===== config.mk =====
export PLATFORM = sky130hd
export DESIGN_NAME = unidade_controle_mc
export DESIGN_NICKNAME = d
export VERILOG_FILES = /design/src/rtl/unidade_controle_mc.sv
export SDC_FILE = /design/constraint.sdc
export NUM_CORES = 1
export LEC_CHECK = 0
export CORE_UTILIZATION = 50
export DETAILED_ROUTE_END_ITERATION = 16
export DONT_BUFFER_PORTS = 1
export HOLD_SLACK_MARGIN = 0.12
export PLACE_DENSITY = 0.71
export SYNTH_ARGS = -nofsm -noshare
export SYNTH_HDL_FRONTEND = slang
export SYNTH_SLANG_ARGS = --single-unit

===== constraint.sdc =====
create_clock -name clk -period 2.3 [get_ports clk]
set_input_delay 0.23 -clock clk [delete_from_list [all_inputs] [get_ports clk]]
set_output_delay 0.23 -clock clk [all_outputs]
set_load 0.01 [all_outputs]

===== src/rtl/unidade_controle_mc.sv =====
// rtl/unidade_controle_mc.sv - multicycle MIPS control FSM with memory wait states and traps
//
// Ports:
//   clk, reset (sync, active-low)         clock and reset
//   opcode, funct, alu_ovf                IR fields and ALU overflow flag
//   mem_wr, ir_wr, mdr_wr                 memory / IR / MDR strobes
//   pc_wr, pc_wr_cond, branch_ne, pc_src  PC update control
//   a_wr, b_wr, alu_out_wr                datapath register loads
//   reg_wr, reg_dst, mem_to_reg           register-file write control
//   alu_src_a, alu_src_b, alu_op, iord    ALU operand / op and address select
//   epc_wr, halted, state_out             trap capture, BREAK status, debug state
// Optional build macro: OVERFLOW_EXC_EN (signed overflow in add/sub/addi traps to EXC_OVF).
module unidade_controle_mc #(
    parameter int MEM_WAIT   = 1,
    parameter int STATE_W    = 6,
    parameter int EXC_VECTOR = 2
) (
    input  logic               clk,
    input  logic               reset,
    input  logic [5:0]         opcode,
    input  logic [5:0]         funct,
    input  logic               alu_ovf,
    output logic               mem_wr,
    output logic               ir_wr,
    output logic               mdr_wr,
    output logic               pc_wr,
    output logic               pc_wr_cond,
    output logic               branch_ne,
    output logic [1:0]         pc_src,
    output logic               a_wr,
    output logic               b_wr,
    output logic               alu_out_wr,
    output logic               reg_wr,
    output logic [1:0]         reg_dst,
    output logic [1:0]         mem_to_reg,
    output logic               alu_src_a,
    output logic [1:0]         alu_src_b,
    output logic [2:0]         alu_op,
    output logic               iord,
    output logic               epc_wr,
    output logic               halted,
    output logic [STATE_W-1:0] state_out
);
    typedef enum logic [4:0] {
        S_RESET     = 5'd0,
        S_FETCH     = 5'd1,
        S_FETCH_WAIT= 5'd2,
        S_IR_WRITE  = 5'd3,
        S_DECODE    = 5'd4,
        S_R_EXEC    = 5'd5,
        S_R_WB      = 5'd6,
        S_ADDI_EXEC = 5'd7,
        S_ADDI_WB   = 5'd8,
        S_BRANCH    = 5'd9,
        S_MEM_ADDR  = 5'd10,
        S_LW_READ   = 5'd11,
        S_LW_WAIT   = 5'd12,
        S_LW_WB     = 5'd13,
        S_SW_WRITE  = 5'd14,
        S_SW_WAIT   = 5'd15,
        S_LUI       = 5'd16,
        S_J         = 5'd17,
        S_JR        = 5'd18,
        S_JAL       = 5'd19,
        S_EXC_ILL   = 5'd20,
        S_EXC_OVF   = 5'd21,
        S_BREAK     = 5'd22
    } state_t;

    localparam logic [3:0] WAIT_LOAD = 4'(MEM_WAIT);
    localparam logic [1:0] EXC_SRC   = 2'(EXC_VECTOR);

    state_t     state;
    state_t     next_state;
    logic [3:0] wcnt;
    logic       r_ovf_trap;
    logic       i_ovf_trap;

`ifdef OVERFLOW_EXC_EN
    // Only add/sub are signed operations; and/xor/slt never trap.
    assign r_ovf_trap = alu_ovf && (funct == 6'h20 || funct == 6'h22);
    assign i_ovf_trap = alu_ovf;
`else
    logic unused_ovf;
    assign unused_ovf = alu_ovf;
    assign r_ovf_trap = 1'b0;
    assign i_ovf_trap = 1'b0;
`endif

    // State register and wait counter. The counter is loaded whenever a
    // memory-access state is entered, so the following wait state always
    // spans MEM_WAIT+1 cycles (exactly one when MEM_WAIT is 0).
    always_ff @(posedge clk) begin
        if (!reset) begin
            state <= S_RESET;
            wcnt  <= 4'd0;
        end else begin
            state <= next_state;
            if (next_state inside {S_FETCH, S_LW_READ, S_SW_WRITE}) begin
                wcnt <= WAIT_LOAD;
            end else if ((state inside {S_FETCH_WAIT, S_LW_WAIT, S_SW_WAIT}) && wcnt != 4'd0) begin
                wcnt <= wcnt - 4'd1;
            end
        end
    end

    always_comb begin
        next_state = state;
        case (state)
            S_RESET:      next_state = S_FETCH;
            S_FETCH:      next_state = S_FETCH_WAIT;
            S_FETCH_WAIT: next_state = (wcnt == 4'd0) ? S_IR_WRITE : S_FETCH_WAIT;
            S_IR_WRITE:   next_state = S_DECODE;
            S_DECODE: begin
                case (opcode)
                    6'h00: begin
                        case (funct)
                            6'h20, 6'h22, 6'h24, 6'h26, 6'h2A: next_state = S_R_EXEC;
                            6'h08:   next_state = S_JR;
                            6'h0D:   next_state = S_BREAK;
                            6'h00:   next_state = S_FETCH;
                            default: next_state = S_EXC_ILL;
                        endcase
                    end
                    6'h04, 6'h05: next_state = S_BRANCH;
                    6'h08:        next_state = S_ADDI_EXEC;
                    6'h23, 6'h2B: next_state = S_MEM_ADDR;
                    6'h0F:        next_state = S_LUI;
                    6'h02:        next_state = S_J;
                    6'h03:        next_state = S_JAL;
                    default:      next_state = S_EXC_ILL;
                endcase
            end
            S_R_EXEC:    next_state = r_ovf_trap ? S_EXC_OVF : S_R_WB;
            S_ADDI_EXEC: next_state = i_ovf_trap ? S_EXC_OVF : S_ADDI_WB;
            S_MEM_ADDR:  next_state = (opcode == 6'h23) ? S_LW_READ : S_SW_WRITE;
            S_LW_READ:   next_state = S_LW_WAIT;
            S_LW_WAIT:   next_state = (wcnt == 4'd0) ? S_LW_WB : S_LW_WAIT;
            S_SW_WRITE:  next_state = S_SW_WAIT;
            S_SW_WAIT:   next_state = (wcnt == 4'd0) ? S_FETCH : S_SW_WAIT;
            S_BREAK:     next_state = S_BREAK;
            S_R_WB, S_ADDI_WB, S_BRANCH, S_LW_WB, S_LUI, S_J, S_JR, S_JAL,
            S_EXC_ILL, S_EXC_OVF: next_state = S_FETCH;
            default:     next_state = S_RESET;
        endcase
    end

    always_comb begin
        mem_wr     = 1'b0;
        ir_wr      = 1'b0;
        mdr_wr     = 1'b0;
        pc_wr      = 1'b0;
        pc_wr_cond = 1'b0;
        branch_ne  = 1'b0;
        pc_src     = 2'd0;
        a_wr       = 1'b0;
        b_wr       = 1'b0;
        alu_out_wr = 1'b0;
        reg_wr     = 1'b0;
        reg_dst    = 2'd0;
        mem_to_reg = 2'd0;
        alu_src_a  = 1'b0;
        alu_src_b  = 2'd0;
        alu_op     = 3'd0;
        iord       = 1'b0;
        epc_wr     = 1'b0;
        halted     = 1'b0;
        case (state)
            S_IR_WRITE: begin
                ir_wr     = 1'b1;
                pc_wr     = 1'b1;
                alu_src_b = 2'd1;
                alu_op    = 3'd1;
            end
            S_DECODE: begin
                // Speculative branch target into ALUOut while A/B load.
                a_wr       = 1'b1;
                b_wr       = 1'b1;
                alu_out_wr = 1'b1;
                alu_src_b  = 2'd3;
                alu_op     = 3'd1;
            end
            S_R_EXEC: begin
                alu_src_a  = 1'b1;
                alu_out_wr = 1'b1;
                case (funct)
                    6'h20:   alu_op = 3'd1;
                    6'h22:   alu_op = 3'd2;
                    6'h24:   alu_op = 3'd3;
                    6'h26:   alu_op = 3'd6;
                    6'h2A:   alu_op = 3'd7;
                    default: alu_op = 3'd0;
                endcase
            end
            S_R_WB: begin
                reg_wr  = 1'b1;
                reg_dst = 2'd1;
            end
            S_ADDI_EXEC, S_MEM_ADDR: begin
                alu_src_a  = 1'b1;
                alu_src_b  = 2'd2;
                alu_op     = 3'd1;
                alu_out_wr = 1'b1;
            end
            S_ADDI_WB: reg_wr = 1'b1;
            S_BRANCH: begin
                alu_src_a  = 1'b1;
                alu_op     = 3'd2;
                pc_wr_cond = 1'b1;
                pc_src     = 2'd1;
                branch_ne  = opcode[0];
            end
            S_LW_READ: iord = 1'b1;
            S_LW_WAIT: begin
                // Address stays on ALUOut while MDR captures the read data.
                iord   = 1'b1;
                mdr_wr = 1'b1;
            end
            S_LW_WB: begin
                reg_wr     = 1'b1;
                mem_to_reg = 2'd1;
            end
            S_SW_WRITE, S_SW_WAIT: begin
                iord   = 1'b1;
                mem_wr = 1'b1;
            end
            S_LUI: begin
                reg_wr     = 1'b1;
                mem_to_reg = 2'd2;
            end
            S_J: begin
                pc_wr  = 1'b1;
                pc_src = 2'd3;
            end
            S_JR: begin
                pc_wr     = 1'b1;
                pc_src    = 2'd3;
                alu_src_a = 1'b1;
            end
            S_JAL: begin
                // PC already advanced in IR_WRITE, so $31 gets the return address.
                pc_wr      = 1'b1;
                pc_src     = 2'd3;
                reg_wr     = 1'b1;
                reg_dst    = 2'd2;
                mem_to_reg = 2'd3;
            end
            S_EXC_ILL, S_EXC_OVF: begin
                epc_wr = 1'b1;
                pc_wr  = 1'b1;
                pc_src = EXC_SRC;
            end
            S_BREAK: halted = 1'b1;
            default: ;
        endcase
    end

    assign state_out = STATE_W'(state);

endmodule


==> results by group <==
GRT
  – Total overflow reported by the global router: 0
  – Most used routing layer in global routing: met2
  – Met1 usage in global routing: 38.83%
  – Number of global-route vias before repair: approximately 1500
  – Global-route met3 utilization: between 4 and 5%
  – Pin count of the biggest net entering global routing: 20
  – First-pass GRT wire length: 6575 um
  – Global-route usage over all layers: 30.20%
  – Number of antenna violations at the first check in global routing: 0
  – GRT met2 Usage: between 50% and 60%

Min path
  – Worst hold-check path type: in2reg

Synth
  – Primary FF master, synth: sky130_fd_sc_hd__dfxtp_1
  – Combinational family with the most area after synthesis: simple AND/OR/NAND/NOR gates
  – Synth area leaders: sky130_fd_sc_hd__dfxtp_1 13%, sky130_fd_sc_hd__nor2_1 9.7%, sky130_fd_sc_hd__nor3_1 5.6%, sky130_fd_sc_hd__nand2b_1 4.2%, sky130_fd_sc_hd__nand2_1 3.6%
  – Synth area leader: sky130_fd_sc_hd__dfxtp_1
  – Gate Count Post-Synth: 200
  – Mux contribution to synthesized area: about 2.2%
  – Simple logic cell fraction of the synthesized area: 41.20%
  – Number of warnings issued by yosys: 0
  – Flop and latch count out of synthesis: 9
  – Post-synthesis sequential area ratio: about an eighth
  – Net count of the mapped netlist: between 200 and 250
  – Share of flip-flops with an asynchronous set or reset: 0%
  – Post-Synthesis Mean Instance Area: 6.756 um^2
  – Number of enable-type register cells in the synthesized netlist: 0
  – Yosys cell types: 62
  – Post-synthesis xor/xnor area fraction: roughly 3.9%
  – Fraction of the mapped netlist area in compound gates: between 20% and 30%
  – Area share of the largest cell type after synthesis: between 10% and 20%
  – Adder and majority gate portion of the synthesized area: 0.9259%
  – Netlist Area Pre-Place: between 0.001 and 0.0015 mm^2

Worst setup path
  – Largest fanout on the critical path: 6
  – Startpoint class of the critical path: flip-flop
  – Arrival time reported for the critical path endpoint: ~2.4 ns
  – Origin of the critical flop-to-flop path: state[4]$_SDFF_PN0_
  – Critical path capture point type: flip-flop
  – R2r endpoint: wcnt[0]$_SDFFE_PN0P_
  – Bufs and invs on worst path: 0
  – Launch point of the worst path: state[4]$_SDFF_PN0_
  – Class of the most critical setup path: reg2reg
  – Critical path cell sequence: or3b_4 -> nor3_4 -> o21a_1 -> a2111oi_4 -> or4_4 -> a211oi_4 -> o21a_1
  – Most frequent cell on the critical path: sky130_fd_sc_hd__o21a_1
  – FF-to-FF path depth: 7
  – Worst path top cell family by delay: simple AND/OR/NAND/NOR gates
  – Slack of the worst reg-to-reg path: around 0.057 ns
  – Worst path depth: 7
  – Critical path destination: wcnt[0]$_SDFFE_PN0P_
  – Critical path required time: 2.50 ns
  – CP max-delay cell: sky130_fd_sc_hd__or3b_4
  – Slowest cell delay on critical path: about 0.46 ns

Run status
  – Outcome: complete, no violations

Final layout
  – Synth-to-Final Area Change: 28.80%
  – Post-layout net count: around 240
  – Proportion of layout cells with a drive suffix above 1: between 30% and 40%
  – Number of antenna diodes: 0
  – Final core occ: 69.00%

Detailed routing
  – Count of vias placed by the detailed router: ~1600
  – Antenna-violating nets left: 0
  – Post-DR wirelength/cell: roughly 16 um
  – Detailed-route wire length: 4133 um
  – Remaining routing DRC violations: 0
  – Number of vias per cell: between 6 and 7
  – Count of routing violations after the opening detailed-route iteration: between 70 and 80
  – Detailed-routing iteration count for the pre-antenna-repair pass: 4

Clock tree
  – TritonCTS clock tree: done
  – Clk Latency, worst-skew pair: between 0.2 and 0.3 ns
  – CTS HTree Levels: 1
  – Number of buffers created by CTS: 3
  – Number of sinks handled by clock tree synthesis: 9
  – Clock edge transition at the registers on the reported setup and hold paths: around 0.060 ns
  – Buffer depth of the longest clock path: 2
  – Clock tree root driver cell: sky130_fd_sc_hd__clkbuf_4

Floorplan
  – Total number of placement rows: 18
  – Core area: roughly 0.0025 mm^2
  – Die extent in x: around 54 um
  – Die area: a little under 0.003 mm^2
  – Boundary pin count: between 40 and 50
  – Effective utilization at floorplan: a little over half
  – Height of the die: ~54 um

Place
  – Half-perimeter wire length of the detailed placement result: about 3000 um
  – Setup Slack @ Placement: -0.2189 ns
  – Routability cong.: 0.8896
  – Count of input and output buffers: 0

Timing
  – Worst setup slack after layout: between 0.05 and 0.06 ns
  – Min cycle time layout: ~2.2 ns
  – Slew margin rel.: between 60% and 70%
  – Final number of hold-violating endpoints: 0
  – Maximum frequency from static timing analysis: about 450 MHz
  – Fin. max-slew vios: 0
  – Transition time of the tightest slew-check pin: about 0.54 ns
  – Hold_ws: 0.1369 ns
  – Post-route fraction of the period consumed by the critical path: a little over nine tenths
  – Setup-failing EPs final: 0
  – Clock skew: between 0.0007 and 0.0008 ns
  – Unrepaired setup endpoints after global routing: yes

Power
  – Cell-internal power: approximately 860 uW
  – Net Sw Frac: about 47%
  – Combinational cell fraction of total power: between 70% and 80%
  – Clock network power share: about 7%
  – Maximum VDD drop: around 900 uV
  – Sw Pwr: about 770 uW
  – Part of the total power dissipated in sequential elements: 15.3%
  – Leakage: 0.0006928 uW
  – Total power per unit cell area: 935.6 mW/mm^2

Run
  – Number of maximum-capacitance violations: 0
registers in the layout, indices dropped and copies added, names as in the netlist:
name	count
wcnt	4
state	5
routing by layer:
| layer | vias up | share of wire [%] |
|---|---|---|
| li1 | 791 | - |
| met1 | 747 | 43 |
| met2 | 95 | 46 |
| met3 | 12 | 9.6 |
| met4 | 0 | 1.7 |
| met5 | - | 0 |
synth_stat cells, types with 5 or more instances:
master                     instances
sky130_fd_sc_hd__nor2_1           35
sky130_fd_sc_hd__nor3_1           15
sky130_fd_sc_hd__nand2_1          13
sky130_fd_sc_hd__a21oi_1           9
sky130_fd_sc_hd__dfxtp_1           9
sky130_fd_sc_hd__nand2b_1          9
sky130_fd_sc_hd__buf_2             7
sky130_fd_sc_hd__clkbuf_1          6
sky130_fd_sc_hd__inv_1             5
sky130_fd_sc_hd__o21ai_0           5
per-stage QoR:
step           cell area [um^2]  instances  setup TNS, ns  power (uW)
3_3_place_gp               1594        249        -0.1843        1317
3_5_place_dp               1594        249        -0.7759        1347
6_report                   1740        257              0        1628
2_1_floorplan              1358        200              0       984.5
4_1_cts                    1699        256              0        1535
5_1_grt                    1740        257       -0.04513        1750
worst min-delay path by stage:
stage,to,slack (ns),depth (start not counted),from
floorplan,wcnt[3]$_SDFFE_PP0P_,0.34,2,reset
global placement,wcnt[3]$_SDFFE_PP0P_,0.35,2,reset
detailed placement,wcnt[3]$_SDFFE_PP0P_,0.35,2,reset
CTS,wcnt[1]$_SDFFE_PP0P_,0.12,2,reset
global route,wcnt[1]$_SDFFE_PP0P_,0.14,2,reset
finish,wcnt[1]$_SDFFE_PP0P_,0.14,2,reset
power by group through the flow:
stage          logic [uW]  clock network, uW  registers, uW
2_1_floorplan         756                  0            229
3_3_place_gp         1080                  0            242
3_5_place_dp         1100                  0            244
4_1_cts              1160                125            246
5_1_grt              1360                129            256
6_report             1260                117            250
cells in the final DEF (no fill, tap or decap), drive strengths merged, types with 3 or more instances in the layout:
cell type,synthesis,routed
clkbuf,6,4
xnor2,3,3
xor2,3,3
dfxtp,9,9
a21oi,9,9
nor3b,5,5
or3,3,3
o21a,3,3
nand2,13,13
buf,13,41
o21ai,5,5
nor2,35,35
a31oi,4,4
nor3,16,16
a2111oi,5,5
mux2i,3,3
a211oi,6,6
nand2b,9,9
inv,5,5
logic make-up after synthesis:
family	after synthesis
fa+ha+maj	1
xor+xnor	6
compound gates	52
mux	3
buf+inv	24
other cells	1
flops	9
simple gates	104
what timing repair did:
item,in CTS,in global routing
setup endpoints to repair,4,4
pin swaps,9,5
hold buffers,1,0
hold endpoints to repair,4,0
gates resized for setup,12,10
buffers inserted,2,1
layout make-up:
class	count	area, um^2
fillers	209	782.0
clock buffers	4	26.28
repair buffers	42	334.1
multi-input cells	167	1139
inverters	5	18.77
flip-flops and latches	9	185.2
well taps	30	37.54
(Power assumes the default switching activity.)
